## config.mk

```make
export PLATFORM = sky130hd
export DESIGN_NAME = hls_fifo_channel
export DESIGN_NICKNAME = d
export VERILOG_FILES = /design/src/rtl/hls_channel_pkg.sv /design/src/rtl/hls_fifo_mem.sv /design/src/rtl/hls_fifo_channel.sv
export SDC_FILE = /design/constraint.sdc
export NUM_CORES = 1
export LEC_CHECK = 0
export ABC_AREA = 1
export BUFFER_PORTS_ARGS = -buffer_cell sky130_fd_sc_hd__buf_2
export CORE_MARGIN = 2
export CORE_UTILIZATION = 40
export CTS_BUF_LIST = sky130_fd_sc_hd__clkbuf_8 sky130_fd_sc_hd__clkbuf_16
export CTS_CLUSTER_DIAMETER = 80
export CTS_CLUSTER_SIZE = 14
export DETAILED_ROUTE_END_ITERATION = 12
export GPL_ROUTABILITY_DRIVEN = 0
export GPL_TIMING_DRIVEN = 0
export PLACE_DENSITY_LB_ADDON = 0.2
export SLEW_MARGIN = 20
export SYNTH_ARGS = -nofsm -noshare
export SYNTH_HDL_FRONTEND = slang
export SYNTH_HIERARCHICAL = 1
export SYNTH_SLANG_ARGS = --single-unit
```

## constraint.sdc

```tcl
create_clock -name clk -period 6.1 [get_ports clk]
set_input_delay 0.305 -clock clk [delete_from_list [all_inputs] [get_ports clk]]
set_output_delay 0.305 -clock clk [all_outputs]
set_load 0.01 [all_outputs]
```

## src/rtl/hls_channel_pkg.sv

```systemverilog
// Shared defaults and sizing helper for HLS inter-stage FIFO channels.
// No logic; constants and a pointer-width function only.
// Imported by the channel top and its storage.
package hls_channel_pkg;

    localparam int CHAN_WIDTH = 32;
    localparam int CHAN_DEPTH = 16;

    function automatic int ptr_w(input int depth);
        return $clog2(depth);
    endfunction

endpackage

```

## src/rtl/hls_fifo_mem.sv

```systemverilog
// Channel storage array: synchronous write, asynchronous read.
// Write lands at the clock edge; read data follows raddr with no register.
// No flow control here; the caller qualifies wen.
module hls_fifo_mem #(
    parameter int WIDTH = 32,
    parameter int DEPTH = 16
) (
    input  logic                     clk,
    input  logic                     wen,
    input  logic [$clog2(DEPTH)-1:0] waddr,
    input  logic [WIDTH-1:0]         wdata,
    input  logic [$clog2(DEPTH)-1:0] raddr,
    output logic [WIDTH-1:0]         rdata
);

    logic [WIDTH-1:0] mem [DEPTH];

    always_ff @(posedge clk) begin
        if (wen) begin
            mem[waddr] <= wdata;
        end
    end

    assign rdata = mem[raddr];

endmodule

```

## src/rtl/hls_fifo_channel.sv

```systemverilog
// FIFO channel between HLS stages with a registered pop-data output.
// Push-to-data is 3 edges minimum (push, pop, data valid); no bypass.
// write_ready/read_ready come from registered occupancy only; flush beats everything.
module hls_fifo_channel
    import hls_channel_pkg::*;
#(
    parameter int WIDTH = CHAN_WIDTH,
    parameter int DEPTH = CHAN_DEPTH
) (
    input  logic                   clk,
    input  logic                   rst,
    input  logic                   flush,
    input  logic [WIDTH-1:0]       in_data,
    input  logic                   write_valid,
    output logic                   write_ready,
    input  logic                   read_valid,
    output logic                   read_ready,
    output logic [WIDTH-1:0]       out_data,
    output logic [$clog2(DEPTH):0] count
);

    localparam int PW = ptr_w(DEPTH);
    localparam int CW = PW + 1;
    localparam logic [PW-1:0] PTR_ONE  = PW'(1);
    localparam logic [CW-1:0] CNT_ONE  = CW'(1);
    localparam logic [CW-1:0] CNT_FULL = CW'(DEPTH);

    logic [PW-1:0]    wr_ptr;
    logic [PW-1:0]    rd_ptr;
    logic [CW-1:0]    cnt;
    logic [WIDTH-1:0] rdata;
    logic             do_push;
    logic             do_pop;

    assign write_ready = (cnt != CNT_FULL);
    assign read_ready  = (cnt != '0);
    assign count       = cnt;

    // Gating on the ready flags is what forbids bypass when empty and overwrite when full.
    assign do_push = write_valid && write_ready && !flush;
    assign do_pop  = read_valid && read_ready && !flush;

    hls_fifo_mem #(
        .WIDTH (WIDTH),
        .DEPTH (DEPTH)
    ) u_mem (
        .clk   (clk),
        .wen   (do_push),
        .waddr (wr_ptr),
        .wdata (in_data),
        .raddr (rd_ptr),
        .rdata (rdata)
    );

    always_ff @(posedge clk or negedge rst) begin
        if (!rst) begin
            wr_ptr   <= '0;
            rd_ptr   <= '0;
            cnt      <= '0;
            out_data <= '0;
        end else if (flush) begin
            wr_ptr   <= '0;
            rd_ptr   <= '0;
            cnt      <= '0;
            out_data <= '0;
        end else begin
            if (do_push) begin
                wr_ptr <= wr_ptr + PTR_ONE;
            end
            if (do_pop) begin
                rd_ptr   <= rd_ptr + PTR_ONE;
                out_data <= rdata;
            end
            case ({do_push, do_pop})
                2'b10:   cnt <= cnt + CNT_ONE;
                2'b01:   cnt <= cnt - CNT_ONE;
                default: cnt <= cnt;
            endcase
        end
    end

endmodule

```

==> results of run 1 <==
[worst max path at each step]
| stage | endpoint | slack (ns) |
|---|---|---|
| floorplan | u_mem/mem[12][0] | 3.28 |
| global placement | u_mem/mem[1][14] | 1.51 |
| detailed placement | u_mem/mem[14][13] | 3.52 |
| CTS | u_mem/mem[14][5] | 3.51 |
| global route | u_mem/mem[14][5] | 3.40 |
| finish | u_mem/mem[12][19] | 3.50 |
[power by group through the flow]
stage               sequential (mW)  combinational (mW)  clock (mW)
floorplan                      4.50                1.93           0
global placement               4.47                3.13           0
detailed placement             4.47                3.20           0
CTS                            4.39                3.21        2.85
global route                   4.40                3.49        2.99
finish                         4.39                3.22        2.78
[flip-flops by register name (all words and copies together), names as in the netlist]
name / flops
out_data: 32
wr_ptr: 4
count: 5
rd_ptr: 4
u_mem/mem: 512
[synthesized netlist by cell type (2+ instances only)]
cell type                  instances  area [sq um]
sky130_fd_sc_hd__nand2_4           2          22.5
sky130_fd_sc_hd__nand2_1         768          2880
sky130_fd_sc_hd__edfxtp_1        512         15400
sky130_fd_sc_hd__buf_6            29           327
sky130_fd_sc_hd__buf_1            15          56.3
sky130_fd_sc_hd__o21ai_0           6          30.0
sky130_fd_sc_hd__nor3_1            2          10.0
sky130_fd_sc_hd__nand3_2           3          30.0
sky130_fd_sc_hd__nand2_2           3          18.8
sky130_fd_sc_hd__inv_1           400          1500
sky130_fd_sc_hd__ha_1              5          62.6
sky130_fd_sc_hd__nor2_2            2          12.5
sky130_fd_sc_hd__nand3_1         425          2130
sky130_fd_sc_hd__dfrtp_1          45          1130
sky130_fd_sc_hd__nor2_1           20          75.1
sky130_fd_sc_hd__buf_2            47           235
sky130_fd_sc_hd__a21oi_1           4          20.0
sky130_fd_sc_hd__buf_4             9          67.6
sky130_fd_sc_hd__nand3b_1          3          22.5
sky130_fd_sc_hd__inv_2             2          7.51
sky130_fd_sc_hd__clkbuf_1         14          52.6
[layout by cell type, fill, tap and decap left out, types with 3 or more instances in the layout]
cell	netlist	final
sky130_fd_sc_hd__buf_16	0	7
sky130_fd_sc_hd__nor2_1	20	4
sky130_fd_sc_hd__nand3_1	425	425
sky130_fd_sc_hd__clkbuf_1	14	14
sky130_fd_sc_hd__buf_1	15	15
sky130_fd_sc_hd__clkbuf_16	0	46
sky130_fd_sc_hd__buf_2	47	121
sky130_fd_sc_hd__buf_6	29	29
sky130_fd_sc_hd__buf_12	1	11
sky130_fd_sc_hd__dfrtp_1	45	45
sky130_fd_sc_hd__ha_1	5	5
sky130_fd_sc_hd__o21ai_0	6	6
sky130_fd_sc_hd__nand2_2	3	3
sky130_fd_sc_hd__nand3b_1	3	3
sky130_fd_sc_hd__buf_4	9	10
sky130_fd_sc_hd__a21oi_1	4	4
sky130_fd_sc_hd__nand2_1	768	768
sky130_fd_sc_hd__nand3_2	3	3
sky130_fd_sc_hd__nor2_4	1	17
sky130_fd_sc_hd__inv_1	400	433
sky130_fd_sc_hd__edfxtp_1	512	512
[area by class of cell]
type	instances	area (sq um)	share of cell area
repair buffers	94	796	0.0290
well taps	782	978	0.0357
inverters	403	1520	0.0552
flip-flops and latches	557	16500	0.601
clock inverters	39	204	0.00743
plain buffers	116	773	0.0282
multi-input cells	1251	5520	0.201
clock buffers	46	1150	0.0419
[routing by layer]
metal	wire, microns	vias up	part of all wire
li1	-	7792	-
met2	34100	539	0.49
met3	4510	113	0.065
met5	0	-	0
met4	1810	0	0.026
met1	28900	8107	0.42
[stage by stage]
step	util	total power, mW	hold WS (ns)	cell area, sq um	setup slack (ns)
after floorplan	-	6.43	0.00941	24200	3.28
after global placement	0.426	7.60	0.491	25500	1.51
after detailed placement	0.434	7.67	0.422	26100	3.52
after CTS	0.457	10.4	0.00373	27400	3.51
after global routing	0.457	10.9	0.0399	27400	3.40
final	0.457	10.4	0.0250	27400	3.50
[kinds of logic after synthesis]
kind of cell             count (synthesis)  synth area share
adder cells (fa/ha/maj)                  6           0.00341
AND/OR/NAND/NOR                       1231             0.216
AO/OA/AOI/OAI                           12           0.00305
XOR/XNOR                                 2          0.000724
buffers and inverters                  519            0.0946
flip-flops                             557             0.682
[timing repair]
item / CTS / global route
hold buffers: 1 / 0
endpoints found under the hold margin: 45 / 0
endpoints found under the setup margin: 0 / 0
setup buffers: 0 / 0
==> out/qor.log, run 1 <==
INFO  power_and_ir_drop power_switching_share=0.354
INFO  global_route   grt_first_pass_wirelength=102mm
INFO  route          via_per_inst=5.03
INFO  sta            fmaxAchievable=385MHz
INFO  global_route   first_global_vias=16,000
INFO  logic_synthesis synth_area=24,200squm
INFO  logic_synthesis ys.warnings.count=6
INFO  route          drt-pass1-iter-count=5
INFO  worst_setup_path regToRegEndpoint=u_mem/mem[12][19]
INFO  power_and_ir_drop power.density_cell_area=378nW/um^2
INFO  logic_synthesis synth-edff-count=512
INFO  hold_path      hold-path-cell-count=2
INFO  floorplan      cell_row_count=90
INFO  place          port_buffers=75
INFO  global_route   track_usage=0.223
INFO  route          dr_total_vias=16,600
INFO  clocking       tritoncts=built
INFO  worst_setup_path worstSetupPathDepth=7
INFO  power_and_ir_drop power.sequential.fraction=0.422
INFO  logic_synthesis synth-seq-cells=557
INFO  global_route   busiest_layer=met2
INFO  logic_synthesis synthCells=2,327
INFO  layout         antenna_cells_inserted=0
INFO  sta            layout_worst_path_cycle_share=0.426
INFO  power_and_ir_drop share_comb_of_total_power=0.310
INFO  global_route   number_of_antenna_violations_at_the_first_check_in_global_routing=0
INFO  sta            grt_setup_unrepaired=no
INFO  sta            final_hold_viol_count=0
INFO  job            max-cap-violations=0
INFO  worst_setup_path crit_chain=nor2_2, nand3_2, nand3_2, inv_1, nand3_1, nor2_4, buf_16
INFO  layout         layout_cell_share_with_drive_strength_beyond_1=0.105
INFO  global_route   grt.met3_usage=0.0269
INFO  sta            tightest_slew=1.03ns
INFO  floorplan      die_width=250microns
INFO  worst_setup_path ff2ff_setup_slack=3.50ns
INFO  sta            fin_tns_setup=0ns
INFO  logic_synthesis avgSynthCellArea=10.4squm
INFO  sta            slew_viol_final=0
INFO  clocking       cts_buffers=46
INFO  worst_setup_path worst_path_largest_cell_delay=0.73ns
INFO  route          ant_nets=0
INFO  route          finalWirelength=69.3mm
INFO  worst_setup_path worstReg2RegStart=count[1]
INFO  layout         final_cell_count_no_fill=3,288
INFO  global_route   grt_util_met2=0.386
INFO  logic_synthesis primary_flip_flop_cell_chosen_by_synthesis_mapping=sky130_fd_sc_hd__edfxtp_1
INFO  global_route   pin_count_of_the_biggest_net_entering_global_routing=46
INFO  worst_setup_path critPathArrivalTime=2.90ns
INFO  sta            max-slew-margin-rel=0.312
INFO  floorplan      die_area=62,500squm
INFO  worst_setup_path slowest_library_cell_on_the_worst_path=sky130_fd_sc_hd__nor2_4
INFO  route          wl_per_cell=21.1microns
INFO  layout         area.growth.synth_to_final=13.4%
INFO  hold_path      holdCritPathClass=in2reg
INFO  power_and_ir_drop intPower=6.71mW
INFO  floorplan      die_y=250microns
INFO  hold_path      worstHoldEndpoint=rd_ptr[3]
INFO  clocking       clockBufferDepth=3
INFO  clocking       root_buffer=sky130_fd_sc_hd__clkbuf_16
INFO  worst_setup_path crit_fanout=17
INFO  clocking       clock_insertion_delay_worst_skew=0.61ns
INFO  worst_setup_path critical_path.startpoint=count[1]
INFO  worst_setup_path timing.reg2reg.worst_path_depth=7
INFO  floorplan      start_util=0.403
INFO  sta            fin_crit=2.60ns
INFO  route          drt_iter0_drc=1,400
INFO  clocking       htreeDepth=2
INFO  floorplan      design.core.area=60,000squm
INFO  logic_synthesis synth.net_count=2,370
INFO  worst_setup_path crit_path_start_kind=flop
INFO  logic_synthesis synthDistinctLibCells=32
INFO  logic_synthesis async_reset_ff_frac=0.0808
INFO  hold_path      min_from=flush
INFO  global_route   grt.overflow.total=0
INFO  worst_setup_path worst-setup-path-type=reg2reg
INFO  clocking       clkTransAtPathRegs=0.07ns
INFO  sta            timing.final.setup_violations=0
INFO  worst_setup_path worst_setup_path_end_kind=flop
INFO  power_and_ir_drop power.share.clock=0.268
INFO  power_and_ir_drop total_leakage_power=12.0nW
INFO  worst_setup_path path_delay_family=simple AND/OR/NAND/NOR gates
INFO  layout         final_nets=2,512
INFO  outcome        result_of_the_run=finished clean
INFO  route          drc=0
INFO  worst_setup_path critPathMostFrequentCell=sky130_fd_sc_hd__nand3_2
INFO  power_and_ir_drop ir_worst_vdd=0.241mV
INFO  logic_synthesis yosysSeqAreaShare=0.682
INFO  power_and_ir_drop net-switching-power=3.67mW
INFO  clocking       post_cts_sizing_count=0
INFO  clocking       cts.sink_count=557
INFO  floorplan      io_pins=76
INFO  sta            finalClockSkew=0.0180ns
INFO  place          dp_hpwl=45.4mm
INFO  worst_setup_path cp.buffers_inverters=2
INFO  place          numPlacedInstances=3,202
INFO  global_route   groute.layer.met1.usage=0.293
INFO  worst_setup_path worst-endpoint-required=6.40ns
INFO  layout         filler_cell_count=5,566
No activity file was read; power rests on OpenSTA's default activity.
==> run 2: changes to the inputs <==
==> constraint.sdc (replaced) <==
create_clock -name clk -period 2.71 [get_ports clk]
set_input_delay 0.1355 -clock clk [delete_from_list [all_inputs] [get_ports clk]]
set_output_delay 0.1355 -clock clk [all_outputs]
set_load 0.01 [all_outputs]
==> out/qor.log, run 2 (synthesis gave the netlist of run 1 again) <==
INFO  place          dp_hpwl=45.5mm
INFO  worst_setup_path worst_setup_path_end_kind=flop
INFO  layout         largest_reg_flops=512
INFO  worst_setup_path crit_fanout=17
INFO  sta            fin_crit=2.57ns
INFO  floorplan      start_util=0.403
INFO  layout         post-route-cell-area=27,800squm
INFO  floorplan      die_width=250microns
INFO  global_route   pin_count_of_the_biggest_net_entering_global_routing=46
INFO  global_route   number_of_antenna_violations_at_the_first_check_in_global_routing=0
INFO  power_and_ir_drop power.sequential.fraction=0.423
INFO  power_and_ir_drop total_leakage_power=12.2nW
INFO  floorplan      die_area=62,500squm
INFO  worst_setup_path regToRegEndpoint=u_mem/mem[13][19]
INFO  floorplan      cell_row_count=90
INFO  route          ant_nets=0
INFO  route          finalWirelength=70.0mm
INFO  floorplan      design.core.area=60,000squm
INFO  route          wl_per_cell=21.0microns
INFO  power_and_ir_drop ir_worst_vdd=0.548mV
INFO  power_and_ir_drop share_comb_of_total_power=0.313
INFO  power_and_ir_drop power_switching_share=0.355
INFO  layout         final_cell_mix=sky130_fd_sc_hd__nand2_1 (768), sky130_fd_sc_hd__edfxtp_1 (512), sky130_fd_sc_hd__inv_1 (434)
INFO  clocking       clock_insertion_delay_worst_skew=0.60ns
INFO  layout         area.growth.synth_to_final=14.9%
INFO  clocking       cts_buffers=46
INFO  place          port_buffers=75
INFO  job            max-cap-violations=0
INFO  global_route   grt.overflow.total=0
INFO  clocking       cts.sink_count=557
INFO  worst_setup_path worst-setup-path-type=reg2reg
INFO  route          drt-pass1-iter-count=7
INFO  power_and_ir_drop net-switching-power=8.29mW
INFO  floorplan      io_pins=76
INFO  power_and_ir_drop total_power=23.3mW
INFO  sta            max-slew-margin-rel=0.284
INFO  hold_path      holdCritPathClass=in2async
INFO  layout         layout_cell_share_with_drive_strength_beyond_1=0.104
INFO  clocking       htreeDepth=2
INFO  route          drc=0
INFO  worst_setup_path worst-endpoint-required=3.01ns
INFO  global_route   first_global_vias=16,300
INFO  route          dr_total_vias=16,700
INFO  clocking       root_buffer=sky130_fd_sc_hd__clkbuf_16
INFO  power_and_ir_drop intPower=15.1mW
INFO  layout         most_common_cell_after_layout_fill_and_taps_aside=sky130_fd_sc_hd__nand2_1
INFO  route          drt_iter0_drc=1,341
INFO  clocking       post_cts_sizing_count=0
INFO  global_route   grt_first_pass_wirelength=104mm
INFO  layout         largest-register=u_mem/mem
INFO  sta            fmaxAchievable=389MHz
INFO  clocking       tritoncts=built
INFO  worst_setup_path ff2ff_setup_slack=0.14ns
INFO  sta            tightest_slew=1.07ns
INFO  worst_setup_path critPathArrivalTime=2.86ns
INFO  place          post_placement_cell_area=26,000squm
INFO  worst_setup_path worstReg2RegStart=count[1]
INFO  floorplan      die_y=250microns
INFO  sta            final_hold_viol_count=0
INFO  power_and_ir_drop power.density_cell_area=840nW/um^2
INFO  sta            fin_tns_setup=0ns
INFO  worst_setup_path timing.reg2reg.worst_path_depth=7
INFO  power_and_ir_drop power.share.clock=0.264
INFO  outcome        result_of_the_run=finished clean
INFO  route          via_per_inst=5.03
INFO  sta            finalClockSkew=0.0178ns
INFO  sta            slew_viol_final=0
INFO  sta            timing.final.setup_violations=0
INFO  layout         final_nets=2,549
INFO  layout         antenna_cells_inserted=0
INFO  sta            grt_setup_unrepaired=no
INFO  global_route   track_usage=0.226
INFO  clocking       clkTransAtPathRegs=0.07ns
INFO  clocking       clockBufferDepth=3
INFO  worst_setup_path crit_path_start_kind=flop
INFO  sta            layout_worst_path_cycle_share=0.948
-- run 2: cell count changes in the layout (fill, tap and decap cells not counted) --
cell                            change
sky130_fd_sc_hd__bufinv_16          -1
sky130_fd_sc_hd__inv_8              -1
sky130_fd_sc_hd__clkinvlp_4         +1
sky130_fd_sc_hd__inv_1              +1
sky130_fd_sc_hd__clkinv_2           -1
sky130_fd_sc_hd__dlygate4sd3_1     +35
sky130_fd_sc_hd__clkinv_8           +1
sky130_fd_sc_hd__buf_12             +5
sky130_fd_sc_hd__buf_8              -1
sky130_fd_sc_hd__buf_16             -2
-- run 2: what timing repair did --
action / 4_1_cts / 5_1_grt
setup endpoints to repair: 0 / 20
setup buffers: 0 / 3
hold endpoints to repair: 569 / 0
hold buffers: 36 / 0
-- run 2: how the worst max path moves through the flow --
stage | start | to | slack (ns) | cells after the start
after floorplan | count[1] | u_mem/mem[12][0] | -0.11 | 6
after global placement | count[1] | u_mem/mem[8][13] | -1.85 | 6
after detailed placement | count[1] | u_mem/mem[15][13] | 0.11 | 7
after CTS | count[1] | u_mem/mem[15][9] | 0.11 | 7
after global routing | count[1] | u_mem/mem[4][9] | 0.01 | 7
final | count[1] | u_mem/mem[13][19] | 0.14 | 7
-- run 2: layout make-up --
| cell class | instances | area (sq um) |
|---|---|---|
| flip-flops and latches | 557 | 16500 |
| repair buffers | 131 | 1180 |
| clock inverters | 39 | 185 |
| well taps | 782 | 978 |
| inverters | 403 | 1520 |
| clock buffers | 46 | 1150 |
| plain buffers | 116 | 773 |
| multi-input cells | 1251 | 5520 |
| fillers | 5491 | 32200 |
-- run 2: power groups by stage --
stage | Combinational (mW) | Sequential (mW) | Clock (mW)
after global routing | 7.98 | 9.91 | 6.63
after detailed placement | 7.21 | 10.1 | 0
final | 7.30 | 9.88 | 6.17
after floorplan | 4.35 | 10.1 | 0
after CTS | 7.29 | 9.88 | 6.31
after global placement | 7.05 | 10.1 | 0
-- run 2: critical path, cell delays in order (launching register included) --
cell	delay [ns]
sky130_fd_sc_hd__dfrtp_1	0.44
sky130_fd_sc_hd__nor2_2	0.08
sky130_fd_sc_hd__nand3_2	0.12
sky130_fd_sc_hd__nand3_2	0.13
sky130_fd_sc_hd__inv_1	0.17
sky130_fd_sc_hd__nand3_1	0.36
sky130_fd_sc_hd__nor2_4	0.70
sky130_fd_sc_hd__buf_16	0.24
-- run 2: per-stage QoR --
step	util	instances	hold slack, ns	setup WS, ns
floorplan	-	2327	-0.160	-0.107
global placement	0.426	3184	0.453	-1.85
detailed placement	0.434	3201	0.268	0.110
CTS	0.462	3322	0.173	0.106
global route	0.463	3325	0.216	0.0144
finish	0.463	3325	0.164	0.142
-- run 2: routing by layer --
metal,part of all wire,vias to the layer above,track usage
met5,0,-,0
li1,-,7873,-
met1,0.42,8132,0.299
met4,0.029,0,0.0702
met2,0.49,597,0.387
met3,0.065,133,0.0275
